File: src/rtl/regbank_arb_pkg.sv
// Shared types and defaults for the register-bank arbiter.
// Holds the FSM state encoding and the pointer wrap helper.
package regbank_arb_pkg;

  localparam int ADDR_W_DEF = 5;
  localparam int DATA_W_DEF = 32;
  localparam int N_REQ_MAX  = 8;

  typedef enum logic [1:0] {
    IDLE    = 2'd0,
    ISSUE   = 2'd1,
    CAPTURE = 2'd2,
    RESP    = 2'd3
  } arb_state_t;

  // Round-robin pointer advance: the slot after the winner, wrapping at n.
  function automatic int ptr_next(input int idx, input int n);
    return (idx + 1 >= n) ? 0 : idx + 1;
  endfunction

endpackage

File: src/rtl/regbank_arbiter_rr_picker.sv
// Combinational round-robin picker: first set req at or after ptr, wrapping.
// Zero latency; an all-zero req gives an all-zero win.
module rr_picker #(
  parameter int N_REQ = 2,
  parameter int IDX_W = $clog2(N_REQ)
) (
  input  logic [N_REQ-1:0] req,
  input  logic [IDX_W-1:0] ptr,
  output logic [N_REQ-1:0] win,
  output logic [IDX_W-1:0] win_idx
);

  always_comb begin
    int idx;
    win     = '0;
    win_idx = '0;
    idx     = 0;
    // Walk from the farthest slot back to ptr so the nearest requester wins last.
    for (int k = N_REQ - 1; k >= 0; k--) begin
      idx = int'(ptr) + k;
      if (idx >= N_REQ) idx = idx - N_REQ;
      if (req[idx[IDX_W-1:0]]) begin
        win                   = '0;
        win[idx[IDX_W-1:0]]   = 1'b1;
        win_idx               = idx[IDX_W-1:0];
      end
    end
  end

endmodule

File: src/rtl/regbank_arbiter.sv
// Round-robin arbiter sharing one 1W/2R register bank; write 2 cycles, read 4 cycles.
// Requests stay pending (no backpressure signal) until their one-cycle gnt pulse.
module regbank_arbiter
  import regbank_arb_pkg::*;
#(
  parameter int N_REQ  = 2,
  parameter int ADDR_W = ADDR_W_DEF,
  parameter int DATA_W = DATA_W_DEF
) (
  input  logic                       clk,
  input  logic                       rst_n,
  input  logic [N_REQ-1:0]           req,
  input  logic [N_REQ-1:0]           req_wr,
  input  logic [N_REQ*ADDR_W-1:0]    req_dir_a,
  input  logic [N_REQ*ADDR_W-1:0]    req_dir_b,
  input  logic [N_REQ*ADDR_W-1:0]    req_dir_wra,
  input  logic [N_REQ*DATA_W-1:0]    req_di,
  output logic [N_REQ-1:0]           gnt,
  output logic [N_REQ-1:0]           rvalid,
  output logic [DATA_W-1:0]          rdata_a,
  output logic [DATA_W-1:0]          rdata_b,
  output logic                       busy,
  output logic [ADDR_W-1:0]          bank_dir_a,
  output logic [ADDR_W-1:0]          bank_dir_b,
  output logic [ADDR_W-1:0]          bank_dir_wra,
  output logic [DATA_W-1:0]          bank_di,
  output logic                       bank_rd,
  output logic                       bank_wr,
  input  logic [DATA_W-1:0]          bank_doa,
  input  logic [DATA_W-1:0]          bank_dob
);

  localparam int IDX_W = $clog2(N_REQ);

  arb_state_t       state, state_nxt;
  logic [N_REQ-1:0] pick_win;
  logic [IDX_W-1:0] pick_idx;
  logic [N_REQ-1:0] win_q;
  logic [IDX_W-1:0] ptr_q;
  logic             op_wr_q;
  logic             any_req;

  assign any_req = |req;
  assign busy    = (state != IDLE);

  rr_picker #(.N_REQ(N_REQ), .IDX_W(IDX_W)) u_picker (
    .req     (req),
    .ptr     (ptr_q),
    .win     (pick_win),
    .win_idx (pick_idx)
  );

  always_ff @(posedge clk or negedge rst_n) begin
    if (!rst_n) state <= IDLE;
    else        state <= state_nxt;
  end

  // Strobes decode straight from the state register so an async reset kills them at once.
  always_comb begin
    state_nxt = state;
    gnt       = '0;
    rvalid    = '0;
    bank_rd   = 1'b0;
    bank_wr   = 1'b0;
    case (state)
      IDLE:    if (any_req) state_nxt = ISSUE;
      ISSUE: begin
        gnt = win_q;
        if (op_wr_q) begin
          bank_wr   = 1'b1;
          state_nxt = IDLE;
        end else begin
          bank_rd   = 1'b1;
          state_nxt = CAPTURE;
        end
      end
      CAPTURE: state_nxt = RESP;
      RESP: begin
        rvalid    = win_q;
        state_nxt = IDLE;
      end
      default: state_nxt = IDLE;
    endcase
  end

  always_ff @(posedge clk or negedge rst_n) begin
    if (!rst_n) begin
      win_q        <= '0;
      op_wr_q      <= 1'b0;
      ptr_q        <= '0;
      bank_dir_a   <= '0;
      bank_dir_b   <= '0;
      bank_dir_wra <= '0;
      bank_di      <= '0;
      rdata_a      <= '0;
      rdata_b      <= '0;
    end else begin
      if (state == IDLE && any_req) begin
        win_q        <= pick_win;
        op_wr_q      <= req_wr[pick_idx];
        ptr_q        <= IDX_W'(ptr_next(int'(pick_idx), N_REQ));
        bank_dir_a   <= req_dir_a[int'(pick_idx)*ADDR_W +: ADDR_W];
        bank_dir_b   <= req_dir_b[int'(pick_idx)*ADDR_W +: ADDR_W];
        bank_dir_wra <= req_dir_wra[int'(pick_idx)*ADDR_W +: ADDR_W];
        bank_di      <= req_di[int'(pick_idx)*DATA_W +: DATA_W];
      end
      // Bank outputs settled on the falling edge inside ISSUE.
      if (state == CAPTURE) begin
        rdata_a <= bank_doa;
        rdata_b <= bank_dob;
      end
    end
  end

endmodule

File: config.mk
export PLATFORM = sky130hd
export DESIGN_NAME = regbank_arbiter
export DESIGN_NICKNAME = d
export VERILOG_FILES = /design/src/rtl/regbank_arb_pkg.sv /design/src/rtl/regbank_arbiter_rr_picker.sv /design/src/rtl/regbank_arbiter.sv
export SDC_FILE = /design/constraint.sdc
export NUM_CORES = 1
export LEC_CHECK = 0
export CORE_ASPECT_RATIO = 1.75
export CORE_MARGIN = 2
export CORE_UTILIZATION = 37
export DETAILED_ROUTE_END_ITERATION = 8
export GPL_TIMING_DRIVEN = 0
export HOLD_SLACK_MARGIN = 0.1
export MAX_ROUTING_LAYER = met4
export PLACE_DENSITY_LB_ADDON = 0.2
export SYNTH_ARGS = -nofsm -noshare
export SYNTH_HDL_FRONTEND = slang
export SYNTH_HIERARCHICAL = 1
export SYNTH_SLANG_ARGS = --single-unit
File: constraint.sdc
create_clock -name clk -period 2.32 [get_ports clk]
set_input_delay 0.348 -clock clk [delete_from_list [all_inputs] [get_ports clk]]
set_output_delay 0.348 -clock clk [all_outputs]
set_load 0.02 [all_outputs]
# Word level (Yosys, flattened, before mapping)
# Cells that the tools add are included.
# word_totals
register_bits,117
in_bits,164
out_inout_bits,118
word_cells,63
# op_classes
add_sub_neg,4
n_mul,1
n_lt_le_gt_ge,8
eq_ne,4
shifts,4
mux,26
reduce_logical,6
# ops
op,count
$shiftx 10x32->5,2
$shiftx 64x7->32,1
$mux 1,17
$mux 2,6
$shiftx 10x5->5,1
$pmux 2 s4,1
$lt 1x2->1 const B,3
$add 1x1->2 const B,2
$eq 2x2->1 const B,2
$ge 2x2->1 const B,2
$mul 1x3->4 const B,1
$logic_and 1x1->1,3
$demux 1 s1,2
$eq 2x1->1 const B,1
$ge 1x1->1 const B,2
$ge 1x2->1 const B,1
$logic_not 2->1,1
$ne 2x2->1 const B,1
$reduce_bool 2->1,1
$reduce_or 2->1,1
$sub 1x1->1 const B,2

# Longest topological paths before layout
# logic_depth
word_depth,10
ltp_mapped,6
depth_no_buf,4

# By module
# Netlist, hierarchy kept.
# modules_own_cells
mod,instances,cells_per_inst,area_per_inst_um2,seq_area_each_um2
regbank_arbiter,1,313,5235.0,2927.8
rr_picker,1,4,26.3,0.0

# Worst setup path after synthesis
# Ideal clock, no wire load.
# synth_path
path_kind,flip-flop to flip-flop
startpoint,reg ptr_q
endpoint,reg bank_di[10]
arrival_time_ps,1597
required_ps,2195
slack_ps,598
stages_incl_launch_ff,6
path_buffers,1
path_cell_list,dfrtp_1 > inv_1 > a21boi_1 > clkbuf_1 > mux2_2 > mux2_4
# synth_between
elab_chain_len,8
word_cells_on_any_way,14
cone_classes,add/sub (3); order compare (2); shift (1); mux (8)
# synth_rtl
element,line_no,source
"start, declared",regbank_arbiter.sv:39,logic [IDX_W-1:0] ptr_q;
"start signal, assigned",regbank_arbiter.sv:101,"ptr_q <= IDX_W'(ptr_next(int'(pick_idx), N_REQ));"
$add 1x1->2,regbank_arbiter_rr_picker.sv:20,idx = int'(ptr) + k;
$ge 2x2->1 / $sub 1x1->1 (equally long branches),regbank_arbiter_rr_picker.sv:21,if (idx >= N_REQ) idx = idx - N_REQ;
$mux 1,regbank_arbiter_rr_picker.sv:21,
$mux 1 (not written as such) (2 in series),regbank_arbiter_rr_picker.sv:22,if (req[idx[IDX_W-1:0]]) begin
$mux 1,regbank_arbiter_rr_picker.sv:22,
$mux 1 *,regbank_arbiter_rr_picker.sv:22,
net pick_idx,regbank_arbiter.sv:37,logic [IDX_W-1:0] pick_idx;
$shiftx 64x7->32 *,regbank_arbiter.sv:105,bank_di <= req_di[int'(pick_idx)*DATA_W +: DATA_W];
"end signal, assigned",regbank_arbiter.sv:105,
"end, declared",regbank_arbiter.sv:26,"output logic [DATA_W-1:0] bank_di,"
# The timed path passes the listed nets; every way through them passes the cells marked *. The select of a mux whose other input is x is not followed.
# A chain may end at the register's enable or synchronous reset.

==> flow_metrics.tcl <==
set metrics [dict create \
    pwr-share-seq 0.283 \
    synthCells 317 \
    rsz0062_at_grt "no" \
    slew_headroom 0.597 \
    critPathArrivalTime_ns 1.84 \
    insertion_delay_ns 0.40 \
    path_class "flip-flop to output pin" \
    overflow 0 \
    status "complete, no violations" \
    p_comb_frac 0.503 \
    seqCellArea_sq_um 2930 \
    maxSlewViolCount 0 \
    timing.hold.ws_ns 0.344 \
    r2r_slack_ns 0.31 \
    io_pins 282 \
    grt_pass1_vias 4177 \
    start_util 0.378 \
    synth_area_sq_um 5260 \
    reg2reg_from "ptr_q" \
    period_share 0.944 \
    crit_chain "or2b_1, nor2_1, clkdlybuf4s50_1" \
    die_w_um 94.1 \
    met2_usage 0.338 \
    layout-drive-gt1-share 0.325 \
    hpwl_mm 10.6 \
    grt_pass1_wl_mm 21.2 \
    setup_slack_ns 0.131 \
    hold_class "primary input to asynchronous set/reset pin" \
    gp_congestion 0.747 \
    antenna_found_initial 0 \
    vias 3764 \
    rr_worst_depth 5 \
    die_h_um 162 \
    setup_violations 0 \
    synthToLayoutAreaGrowth_pct 70.3 \
    ant_nets 0 \
    wl_per_cell_um 17.1 \
    p_int_mw 8.67 \
    r2r-end "bank_dir_wra[2]" \
    leakage_nw 3.78 \
    clkPwrFrac 0.214 \
    ys_ff_latch 117 \
    grt_max_degree 102 \
    postSynthNetCount 481 \
    use_met1 0.197 \
    port_buffers 281 \
    pre_cts_slack_ns -0.281 \
    route.detailed.drc 0 \
    drtIter0Drc 46 \
    dieArea_sq_um 15200 \
    busiest_layer "met2" \
    clock_sinks 117 \
    peakVddDrop_mv 0.682 \
    fin_skew_ns 0.00773 \
    antennaDiodeCount 0 \
    fill_cells 1073 \
    cts-root-buf "clkbuf_16" \
    htreeDepth 4 \
    swShare 0.333 \
    multi_input_area_sq_um 2140 \
    crit_slowest_cell "clkdlybuf4s50_1" \
    drt-pass1-iter-count 3 \
    max_freq_mhz 457 \
    max_stage_delay_ns 0.65 \
    layout_min_cycle_time_ns 2.19 \
    tightest_slew_ns 0.605 \
    ys_warn_count 6 \
    cp_max_fo 7 \
    start_kind "flip-flop" \
    worst_ep_required_time_ns 1.97 \
    utilization 0.644 \
    final_nets 783 \
    maxCapViolations 0 \
    hold_viol_final 0 \
    numCtsBuffers 17 \
    wl_mm 13.8 \
    end_kind "output pin" \
    power.switching_mw 4.33 \
    coreArea_sq_um 13900 \
    viasPerCell 4.66 \
    clk_pin_slew_ns 0.06 \
    placed_cells 776 \
    synth_cell_types 25 \
    stdcell_count 808 \
    ys_seq_area_frac 0.556 \
    rows 57 \
    synth.avg_cell_area_sq_um 16.6 \
    powerDensity_nw_per_um2 1450 \
    grt_usage 0.187 \
    cts_tree "done" \
    p_total_mw 13.0 \
    cts_max_path_buffers 2 \
    grt_util_met3 0.0436 \
    cts_setup_buffers 0 \
]
==> sequential cells by signal, summed over array words and instances (netlist names), named ones only <==
register / cells
bank_di: 32
state: 1
bank_dir_wra: 5
win_q: 2
bank_dir_a: 5
rdata_b: 32
bank_dir_b: 5
ptr_q: 1
rdata_a: 32
op_wr_q: 1
==> critical path, delay by kind of cell (launching register included) <==
kind                   cells  cell delay (ns)
buffers and inverters      1             0.65
flip-flops                 1             0.45
AND/OR/NAND/NOR            2             0.35
==> cell usage after synthesis <==
master | instances | share of area
and2_1 | 3 | 0.0036
nor3_1 | 1 | 0.00095
nor2_2 | 1 | 0.0012
buf_6 | 1 | 0.0021
mux2_1 | 9 | 0.019
o21ai_0 | 2 | 0.0019
and3_1 | 1 | 0.0012
and3_2 | 1 | 0.0014
nor2_1 | 2 | 0.0014
o31ai_1 | 1 | 0.0014
buf_2 | 2 | 0.0019
or2b_1 | 1 | 0.0014
clkbuf_1 | 3 | 0.0021
dfrtp_1 | 117 | 0.56
nor2_8 | 1 | 0.0038
buf_4 | 7 | 0.010
inv_1 | 1 | 0.00071
a21boi_1 | 1 | 0.0014
mux2_4 | 50 | 0.14
mux2_2 | 103 | 0.22
buf_12 | 5 | 0.019
or2_4 | 1 | 0.0017
nand2b_1 | 1 | 0.0012
nor2b_1 | 1 | 0.0012
a21boi_0 | 1 | 0.0014
==> per-stage QoR <==
stage | TNS (ns) | area (sq um)
6_report | 0 | 8960
5_1_grt | 0 | 8960
4_1_cts | 0 | 8960
3_5_place_dp | -8.00 | 8320
3_3_place_gp | -425.01 | 8300
2_1_floorplan | 0 | 5260
==> power groups by stage <==
stage / registers, mW / clock network [mW] / logic [mW]
2_1_floorplan: 4.89 / 0 / 2.46
4_1_cts: 3.68 / 2.85 / 6.64
3_5_place_dp: 3.69 / 0 / 6.62
3_3_place_gp: 3.65 / 0 / 6.51
5_1_grt: 3.81 / 2.96 / 6.86
6_report: 3.68 / 2.78 / 6.54
==> layout by cell type, fill, tap and decap left out <==
cell,instances
nor3_1,1
and3_2,1
mux2_4,50
mux2_2,103
bufinv_16,4
dlygate4sd3_1,1
clkinv_4,5
buf_4,7
inv_1,1
clkinv_2,2
buf_6,2
clkbuf_16,17
clkbuf_1,3
nor2_2,1
nor2_8,1
nor2_1,2
a21boi_1,1
nor2b_1,1
inv_6,3
mux2_1,9
buf_12,5
a21boi_0,1
or2b_1,1
buf_2,2
or2_4,1
dfrtp_1,117
and2_1,3
o21ai_0,2
nand2b_1,1
o31ai_1,1
clkdlybuf4s50_1,280
buf_16,1
and3_1,1
==> cell type report <==
class	count	share of cell area
tap	177	0.0247
clock buffer	17	0.0475
sequential	117	0.327
inverter	1	0.000419
buffer	18	0.0207
multi-input combinational	181	0.239
clock inverter	14	0.0223
timing repair buffer	283	0.318
==> logic make-up (layout without fill, tap and decap cells) <==
group           after synthesis  in the layout  share of synthesized area
compound gates                5              5                    0.00618
buf+inv                      19            333                     0.0359
flops                       117            117                      0.556
mux                         162            162                      0.382
simple gates                 14             14                     0.0190
==> how the worst max path moves through the flow <==
stage | from | end | slack [ns] | depth (start not counted)
5_1_grt | req[1] | bank_di[30] | 0.02 | 5
6_report | flip-flop | bank_rd | 0.13 | 3
4_1_cts | state[0] | bank_wr | 0.09 | 3
3_3_place_gp | rst_n | bank_di[29] | -3.58 | 1
3_5_place_dp | req[1] | bank_dir_wra[2] | -0.28 | 5
2_1_floorplan | ptr_q | bank_di[10] | 0.60 | 5
==> routing by layer <==
metal / vias up / share of wire
met5: - / 0
met4: 0 / 0.022
met3: 24 / 0.069
met2: 186 / 0.54
met1: 1818 / 0.36
li1: 1736 / -
==> repair_timing <==
item / CTS / global route
endpoints found under the hold margin: 16 / 0
hold buffers: 1 / 0
resized for setup: 0 / 0
(Power assumes the default switching activity.)
==> RTL change, RTL diff (same flow settings) <==
Encoding of `arb_state_t`: now Gray code (2 bits for 4 states).
--- a/src/rtl/regbank_arb_pkg.sv
+++ b/src/rtl/regbank_arb_pkg.sv
@@ -7,10 +7,10 @@
   localparam int N_REQ_MAX  = 8;
 
   typedef enum logic [1:0] {
-    IDLE    = 2'd0,
-    ISSUE   = 2'd1,
-    CAPTURE = 2'd2,
-    RESP    = 2'd3
+    IDLE    = 2'b00,
+    ISSUE   = 2'b01,
+    CAPTURE = 2'b11,
+    RESP    = 2'b10
   } arb_state_t;
 
   // Round-robin pointer advance: the slot after the winner, wrapping at n.
Check against the original RTL: same outputs for any inputs over 10 cycles, from zero or initial values and one cycle with rst_n low; not proved beyond that.
==> RTL change against the unedited design <==
  * Critical path depth unchanged
  * Worst setup slack gained 0.046 ns
  * Clock skew is essentially flat
  * Power decreased by 6.0%
  * Count of clock-buffer cells in the layout increased by 1
  * Via count increased by 0.45%
  * Design area down 3.4%
  * Area after synthesis down 4.9%
  * Combinational power fell by 7.8%
  * Wire length decreased by 1.2%
  * Core utilization rose by 0.55 points
  * Sequential share of layout area is 1.2 points higher
  * Fmax is 2.2% higher
  * Sequential cell count stayed put
  * Critical endpoint is now rvalid[1]
  * Largest power group unchanged
==> RTL change: results (changes against the unedited design) <==
| Metric | Value |
|---|---|
| Outcome | complete, no violations |
| Worst slew pin tran | 0.570 ns (-0.0347 ns) |
| Filler cell count | 1030 (-4.0%) |
| WL met1 | 4850 µm (-3.5%) |
| Static Leak | 3.53 nW (-6.6%) |
| Crit path largest cell delay | 0.67 ns (+0.02 ns) |
| Drt first pass iters | 4 (+1) |
| Global placer's final weighted congestion | 0.745 (-0.27%) |
| Fin Clk Skew | 0.00728 ns (-0.000445 ns) |
| Met3 wire length | 1000 µm (+5.5%) |
| Dpl ws | -0.401 ns (-0.120 ns) |
| WL final | 13600 µm (-1.2%) |
| H-tree levels | 4 (unchanged) |
| Clk Latency, worst-skew pair | 0.40 ns (about the same) |
| Post-synthesis cell type count | 20 (-20%) |
| Critical Path Fanout Max | 4 (-3) |
| Routed met2 length | 7510 µm (-0.17%) |
| First-pass GRT wire length | 20700 µm (-2.4%) |
| Ys async rst share | 100% (unchanged) |
| Grt ovf | 0 (unchanged) |
| Area contributors post-synth | dfrtp_1, mux2_2, mux2_1, buf_6, buf_2 |
| DP Area | 8060 µm² (-3.1%) |
| Layout cells sized above 1 | 32.0% (-0.48 points) |
| Worst VDD drop | 0.000782 V (+15%) |
| Count leader, synth | mux2_2 |
| Initial DRC Count | 81 (+76%) |
| Register area share after synthesis | 58.5% (+2.9 points) |
| Largest net degree at the start of global routing | 67 (-34%) |
| Post-CTS Setup Bufs | 0 (unchanged) |
| Vias in the first global route | 4184 (+0.17%) |
| DR vias | 3781 (+0.45%) |
| GRT Overall Usage | 19.2% (+0.51 points) |
| Post-DP HPWL | 10700 µm (+0.32%) |
| Critical Path AT | 1.79 ns (-0.05 ns) |
| N_diodes | 0 (unchanged) |
| Worst-path clk slew | 0.05 ns |
| Post-Syn Nets | 481 (unchanged) |
| Synth top cells by count | mux2_2, dfrtp_1, mux2_1, buf_2, buf_6 |
-- RTL change: worst paths after layout --
kind	endpoint	cells after the start	slack, ns	startpoint
max	rvalid[1]	3	0.18	state[1]
min in group clk	bank_di[5]	1	0.48	bank_di[5]
max in group asynchronous	rdata_b[27]	3	1.16	rst_n
max reg2reg	bank_dir_a[1]	6	0.26	ptr_q
min reg2reg	bank_di[5]	1	0.48	bank_di[5]
min	rdata_b[6]	2	0.46	rst_n
-- RTL change: cells by family (layout without fill, tap and decap cells) --
logic type | Yosys count | after routing | synth area share, %
muxes | 162 | 162 | 36.5
DFF | 117 | 117 | 58.5
and+or+nand+nor | 12 | 12 | 1.63
AOI/OAI and AO/OA | 6 | 6 | 0.825
buffers and inverters | 20 | 334 | 2.60
-- RTL change: final cells by class --
cell class	instances	share of cell area, %
inverter	2	0.0868
sequential	117	33.8
tap	174	2.52
timing repair buffer	283	33.0
multi-input combinational	180	22.5
clock inverter	13	1.55
buffer	18	1.42
clock buffer	18	5.08
-- RTL change: per-layer routing --
metal  vias to the layer above  GRT usage (%)
li1                       1726              -
met1                      1856           19.2
met4                         0           7.46
met5                         -              -
met2                       179           34.8
met3                        20           6.04
-- RTL change: worst max-delay path: cells and delay by family (launching register included) --
family	cells	cell delay, ns
buf+inv	2	0.77
flops	1	0.39
simple gates	1	0.24
-- RTL change: where the power goes --
part           total (mW)  internal [mW]  switching, mW
Clock                2.53           1.60          0.932
Combinational        6.03           3.32           2.71
Sequential           3.65           3.11          0.544
Total                12.2           8.03           4.18
-- RTL change: through the flow --
stage / utilization, % / instances
3_5_place_dp: 60.6 / 773
5_1_grt: 65.0 / 805
3_3_place_gp: 60.4 / 772
6_report: 65.0 / 805
4_1_cts: 65.0 / 805
2_1_floorplan: - / 317
-- RTL change: timing repair --
item                                    in CTS  in global routing
gates resized for setup                      0                  1
hold endpoints to repair                    51                  0
hold buffers                                 1                  0
endpoints found under the setup margin       0                  9
